File: config.mk
export PLATFORM = sky130hd
export DESIGN_NAME = regfile_wb_arbiter
export DESIGN_NICKNAME = d
export VERILOG_FILES = /design/src/rtl/regfile_wb_arbiter.sv
export SDC_FILE = /design/constraint.sdc
export NUM_CORES = 1
export LEC_CHECK = 0
export BUFFER_PORTS_ARGS = -buffer_cell sky130_fd_sc_hd__buf_2
export CORE_MARGIN = 5
export CORE_UTILIZATION = 55
export DETAILED_ROUTE_END_ITERATION = 6
export PLACE_DENSITY = 0.95
export SYNTH_ARGS = -nofsm -noshare
export SYNTH_HDL_FRONTEND = slang
export SYNTH_SLANG_ARGS = --single-unit
File: constraint.sdc
create_clock -name clk -period 3.1 [get_ports clk]
set_input_delay 0.31 -clock clk [delete_from_list [all_inputs] [get_ports clk]]
set_output_delay 0.31 -clock clk [all_outputs]
set_load 0.01 [all_outputs]
File: src/rtl/regfile_wb_arbiter.sv
// Write-back arbiter and scoreboard for the 32x32 register file: round-robin
// sharing of the single write port plus pending-destination hazard tracking.
module regfile_wb_arbiter #(
    parameter int unsigned XLEN = 32
) (
    input  logic            clk,
    input  logic            rst_n,
    input  logic            req0_valid,
    input  logic [4:0]      req0_addr,
    input  logic [XLEN-1:0] req0_data,
    output logic            req0_ready,
    input  logic            req1_valid,
    input  logic [4:0]      req1_addr,
    input  logic [XLEN-1:0] req1_data,
    output logic            req1_ready,
    input  logic            issue_valid,
    input  logic [4:0]      issue_rd,
    output logic            issue_ready,
    input  logic [4:0]      rs1_addr,
    input  logic [4:0]      rs2_addr,
    output logic            raw_hazard,
    output logic            rf_en,
    output logic [4:0]      rf_wa,
    output logic [XLEN-1:0] rf_wd
);

    logic [31:0]     pend;
    logic [31:0]     pend_next;
    logic            last;
    logic            accept;
    logic            grant;
    logic [4:0]      sel_addr;
    logic [XLEN-1:0] sel_data;

    // Under contention the requester that did not win last time is granted.
    always_comb begin
        req0_ready = req0_valid && (!req1_valid || last);
        req1_ready = req1_valid && (!req0_valid || !last);
        accept     = req0_ready || req1_ready;
        grant      = req1_ready;
        sel_addr   = grant ? req1_addr : req0_addr;
        sel_data   = grant ? req1_data : req0_data;
    end

    always_comb begin
        pend_next = pend;
        if (rf_en) begin
            pend_next[rf_wa] = 1'b0;
        end
        if (issue_valid && issue_ready && (issue_rd != '0)) begin
            pend_next[issue_rd] = 1'b1;
        end
        pend_next[0] = 1'b0;
    end

    assign issue_ready = ~pend[issue_rd];
    assign raw_hazard  = pend[rs1_addr] | pend[rs2_addr];

    always_ff @(posedge clk or negedge rst_n) begin
        if (!rst_n) begin
            pend  <= '0;
            last  <= 1'b1;
            rf_en <= 1'b0;
            rf_wa <= '0;
            rf_wd <= '0;
        end else begin
            pend  <= pend_next;
            rf_en <= accept && (sel_addr != '0);
            if (accept) begin
                last <= grant;
            end
            // Dropped x0 writes leave the write address/data untouched.
            if (accept && (sel_addr != '0)) begin
                rf_wa <= sel_addr;
                rf_wd <= sel_data;
            end
        end
    end

endmodule
* Word level (Yosys, flattened, before mapping)
Index checks and enable logic that the tools add are counted.
** Operators by class
- $lt $le $gt $ge :: 6
- Reductions and logical operators :: 15
- Bitwise logic cells :: 5
- Multiplexer cells :: 14
** Operators with widths (count)
- 32-bit two-way mux :: 3
- 32-bit AND :: 1
- 32-bit inverter :: 1
- 32-bit OR :: 1
- 5-bit by 6-bit < comparator with 1-bit output (second input constant) :: 4
- 1-bit binary-select mux with 5-bit select :: 3
- 1-bit demux with 5-bit select :: 2
- 5-bit by 1-bit greater-or-equal comparator with 1-bit output (second input constant) :: 2
- 5-bit nonzero test :: 2
- 1-bit logical AND :: 7
- 1-bit two-way mux :: 5
- 5-bit two-way mux :: 1
- 1-bit zero test :: 3
- 1-bit logical OR :: 3
- 1-bit inverter :: 1
- 1-bit OR :: 1
** Storage, ports and cells
- Output and inout bits :: 42
- Bits in registers :: 70

* Depth between registers and ports, before layout
- Word-level depth :: 9
- Mapped depth :: 6

* Worst setup path after synthesis
No wires, ideal clock.
- Path kind :: input -> output
- Start :: in issue_rd[1]
- End :: out issue_ready
- Data arrival time :: 1823 ps
- Path buffers :: 2
- Data required time :: 2790 ps
- Slack :: 967 ps
- Cell stages on the path :: 6
- Cells stage by stage :: clkbuf_1 clkbuf_1 mux4_2 nand3_1 o21ai_1 a2111oi_2
** Between the ends
- Word-level cells in the longest chain between the ends :: 3
** RTL lines
- start, declared :: RTL line 17 : input logic [4:0] issue_rd,
- 1-bit binary-select mux with 5-bit select :: RTL line 56 : assign issue_ready = ~pend[issue_rd];
- 1-bit two-way mux (not written as such) :: RTL line 56
- 1-bit inverter :: RTL line 56
- end, declared :: RTL line 18 : output logic issue_ready,
No other way between the ends. The select of a mux whose other input is x is not followed.

* Worst setup path after layout
- Start :: reg last
- End :: reg rf_wa[4]
** Between the ends
- Word-level cells in the longest chain between the ends :: 6
** RTL lines
- start, declared :: RTL line 29 : logic last;
- start signal, assigned :: RTL line 70 : last <= grant;
- 1-bit zero test :: RTL line 38 : req1_ready = req1_valid && (!req0_valid || !last);
- 1-bit logical OR :: RTL line 38
- 1-bit logical AND :: RTL line 38
- 5-bit two-way mux :: RTL line 41 : sel_addr = grant ? req1_addr : req0_addr;
- 5-bit nonzero test :: RTL line 73 : if (accept && (sel_addr != '0)) begin
- 1-bit logical AND :: RTL line 73
- end signal, assigned :: RTL line 74 : rf_wa <= sel_addr;
- end, declared :: RTL line 23 : output logic [4:0] rf_wa,
Several ways; a longest one is shown, not always the timed one.
A chain may end at the register's enable or synchronous reset.

==> run_results.csv <==
group,metric,value,unit
clock_network,cts.clk_slew.worst_paths,0.07,ns
die,coreArea,7331,sq um
finish,mostFrequentLayoutCells,"buf_2, dfrtp_1, mux2_1",
global_routing,grt_overflow,0,
timing,relSlewSlack,22.04,%
global_routing,antenna_found_initial,0,
place,dpl.hpwl,9.089,mm
clock_network,clk_path_buf_depth,2,
synthesis,syn_inst,350,
finish,layout_commonest_cell,"buf_2",
clock_network,cts_sinks,70,
timing,fin_crit_sh,79.92,%
finish,areaGrowthSynthToFinish,21.77,%
worst_setup_path,path_class,"flop to flop",
finish,n_antenna_cell,0,
pwr,p_switching,0.001125,W
timing,worstMarginPinSlew,1.167,ns
timing,hold_viol,0,
worst_setup_path,cp_data_arrival_time,2.68,ns
synthesis,synth-seq-area-share,42.06,%
pwr,ir_drop,0.3512,mV
routing,drc,0,
clock_network,cts_root_buf,"clkbuf_8",
synthesis,synth_area,4168,sq um
clock_network,cts_resized,0,
die,num_rows,31,
timing,rsz0062_at_grt,"false",
synthesis,ys.flop_type,"dfrtp_1",
routing,wl_met2,5.760,mm
place,place_congestion,0.9445,
routing,viasPerCell,6.198,
timing,final_max_slew_viol_count,0,
worst_hold_path,hold_class,"input port to flop",
pwr,internal_power,0.002167,W
clock_network,cts-htree-levels,3,
job,cap_violations,0,
global_routing,grt_max_degree,49,
synthesis,synth_edf_count,0,
finish,finalNetCount,571,
status,run_status,"complete, no violations",
die,start_util,56.85,%
routing,vias,3601,
timing,max_freq,0.4036,GHz
die,die-area,9419,sq um
clock_network,insertion_delay,0.33,ns
global_routing,grt_first_pass_wirelength,19.55,mm
worst_setup_path,crit_path_start_kind,"flop",
worst_setup_path,end_kind,"flop",
routing,met1Wirelength,4.465,mm
worst_setup_path,crit_path_max_fanout,38,
finish,drive_above_1_share,44.40,%
routing,wl_per_cell,20.42,microns
routing,route.met3.wl,1.148,mm
routing,wl,11.86,mm
finish,final_util,69.23,%
synthesis,ys_ff_latch,70,
synthesis,synth_nets,444,
pwr,p_leak,2.219,nW
global_routing,grt_pass1_vias,3940,
global_routing,grt_use_total,25.86,%
pwr,power_frac_comb,33.3,%
clock_network,cts_buffers,9,
pwr,p_clk_share,20.8,%
die,pin_count,136,
die,die_w,97.05,microns
synthesis,ys_async_sr_fraction,100.0,%
timing,skew,0.01581,ns
clock_network,cts_tree,"yes",
synthesis,yosys_warnings,0,
routing,highest_layer,"met4",
synthesis,synth_cell_types,47,
pwr,powerDensity,648.6,nW/um^2
synthesis,postSynthAreaPerCell,11.91,sq um
timing,final.setup.tns,0,ns
place,portBuffers,135,
pwr,p_sw_share,34.17,%
routing,ant_nets,0,
timing,setup-violations-final,0,
die,die_h,97.05,microns
routing,drt_iter0_markers,220,
pwr,pwr-share-seq,45.9,%
timing,period_minus_slack,2.477,ns
worst_setup_path,cp_data_required_time,3.30,ns
routing,drtPass1Iterations,5,
## worst max-delay path, stage by stage (launching register included)
cell and delay [ns]:
dfstp_2 0.57, a21boi_4 0.08, mux2_1 0.36, a21oi_4 0.92, mux2_1 0.41
## power by group through the flow
stage	clock, W	combinational, W	sequential [W]
3_5_place_dp	0	0.00109	0.00151
3_3_place_gp	0	0.00104	0.00148
4_1_cts	0.000698	0.00110	0.00150
6_report	0.000683	0.00110	0.00151
2_1_floorplan	0	0.000766	0.00141
5_1_grt	0.000745	0.00121	0.00154
## final timing paths
path / from / end / slack [ns] / cells past startpoint
setup reg to reg: last$_DFFE_PN1P_ / rf_wa[4]$_DFFE_PN0P_ / 0.62 / 4
hold reg to reg: rf_wd[2]$_DFFE_PN0P_ / rf_wd[2]$_DFFE_PN0P_ / 0.48 / 1
hold / removal: req0_valid / last$_DFFE_PN1P_ / 0.23 / 2
min in group asynchronous: rst_n / rf_wd[10]$_DFFE_PN0P_ / 0.53 / 2
setup / recovery: last$_DFFE_PN1P_ / rf_wa[4]$_DFFE_PN0P_ / 0.62 / 4
max in group asynchronous: rst_n / pend[3]$_DFF_PN0_ / 1.55 / 3
## cell usage after synthesis, types with 2 or more instances
master	instances	area, sq um
inv_1	6	22.52
buf_6	3	33.78
mux2_1	43	484.2
mux2i_1	12	120.1
dfrtp_1	69	1727
o21ai_2	4	35.03
nand3b_1	4	30.03
inv_2	2	7.510
or3_1	3	18.77
nand2b_1	9	56.30
nand2_1	12	45.04
o31ai_1	4	30.03
nor4_1	2	12.51
o21ai_0	32	160.2
o22ai_1	3	18.77
nor2_1	7	26.28
nand3_1	13	65.06
buf_2	7	35.03
mux2_2	30	337.8
clkbuf_1	12	45.04
o21ai_1	26	130.1
mux4_2	22	495.5
## registers in the layout, summed over array words and instances, names as in the netlist
signal	flops
rf_wd	32
rf_en	1
rf_wa	5
pend	31
last	1
## area by class of cell
cell class / instances / area [sq um]
fill: 512 / 2256
sequential: 70 / 1753
clock inverter: 2 / 35.03
clock buffer: 14 / 142.6
multi-input combinational: 249 / 2282
tap: 99 / 123.9
inverter: 8 / 30.03
timing repair buffer: 139 / 708.2
## routing by layer
metal / GRT usage, % / vias to the layer above
met5: 0 / -
met4: 15.12 / 0
met3: 6.963 / 44
met2: 41.03 / 237
met1: 31.68 / 1739
li1: - / 1581
## cells by family after synthesis
| group | count (synthesis) | share of synthesized area, % |
|---|---|---|
| compound gates | 82 | 11.77 |
| buf+inv | 31 | 3.632 |
| flops | 70 | 42.06 |
| mux | 107 | 34.49 |
| simple gates | 60 | 8.046 |
## metrics by stage
| stage | hold WS (ns) | instances | setup slack (ns) | area (sq um) | total power [W] |
|---|---|---|---|---|---|
| after CTS | 0.2177 | 581 | 0.6311 | 5075 | 0.003290 |
| after detailed placement | 0.3073 | 564 | 0.5879 | 4887 | 0.002596 |
| final | 0.2332 | 581 | 0.6226 | 5075 | 0.003292 |
| after global routing | 0.2147 | 581 | 0.4863 | 5075 | 0.003492 |
| after floorplan | 0.01441 | 350 | 0.9671 | 4168 | 0.002171 |
| after global placement | 0.2956 | 564 | 0.6312 | 4887 | 0.002522 |
## timing repair
| action | in CTS | in global routing |
|---|---|---|
| hold endpoints to repair | 22 | 0 |
| hold buffers | 1 | 0 |
| buffers inserted | 0 | 0 |
No activity file was read; power rests on OpenSTA's default activity.
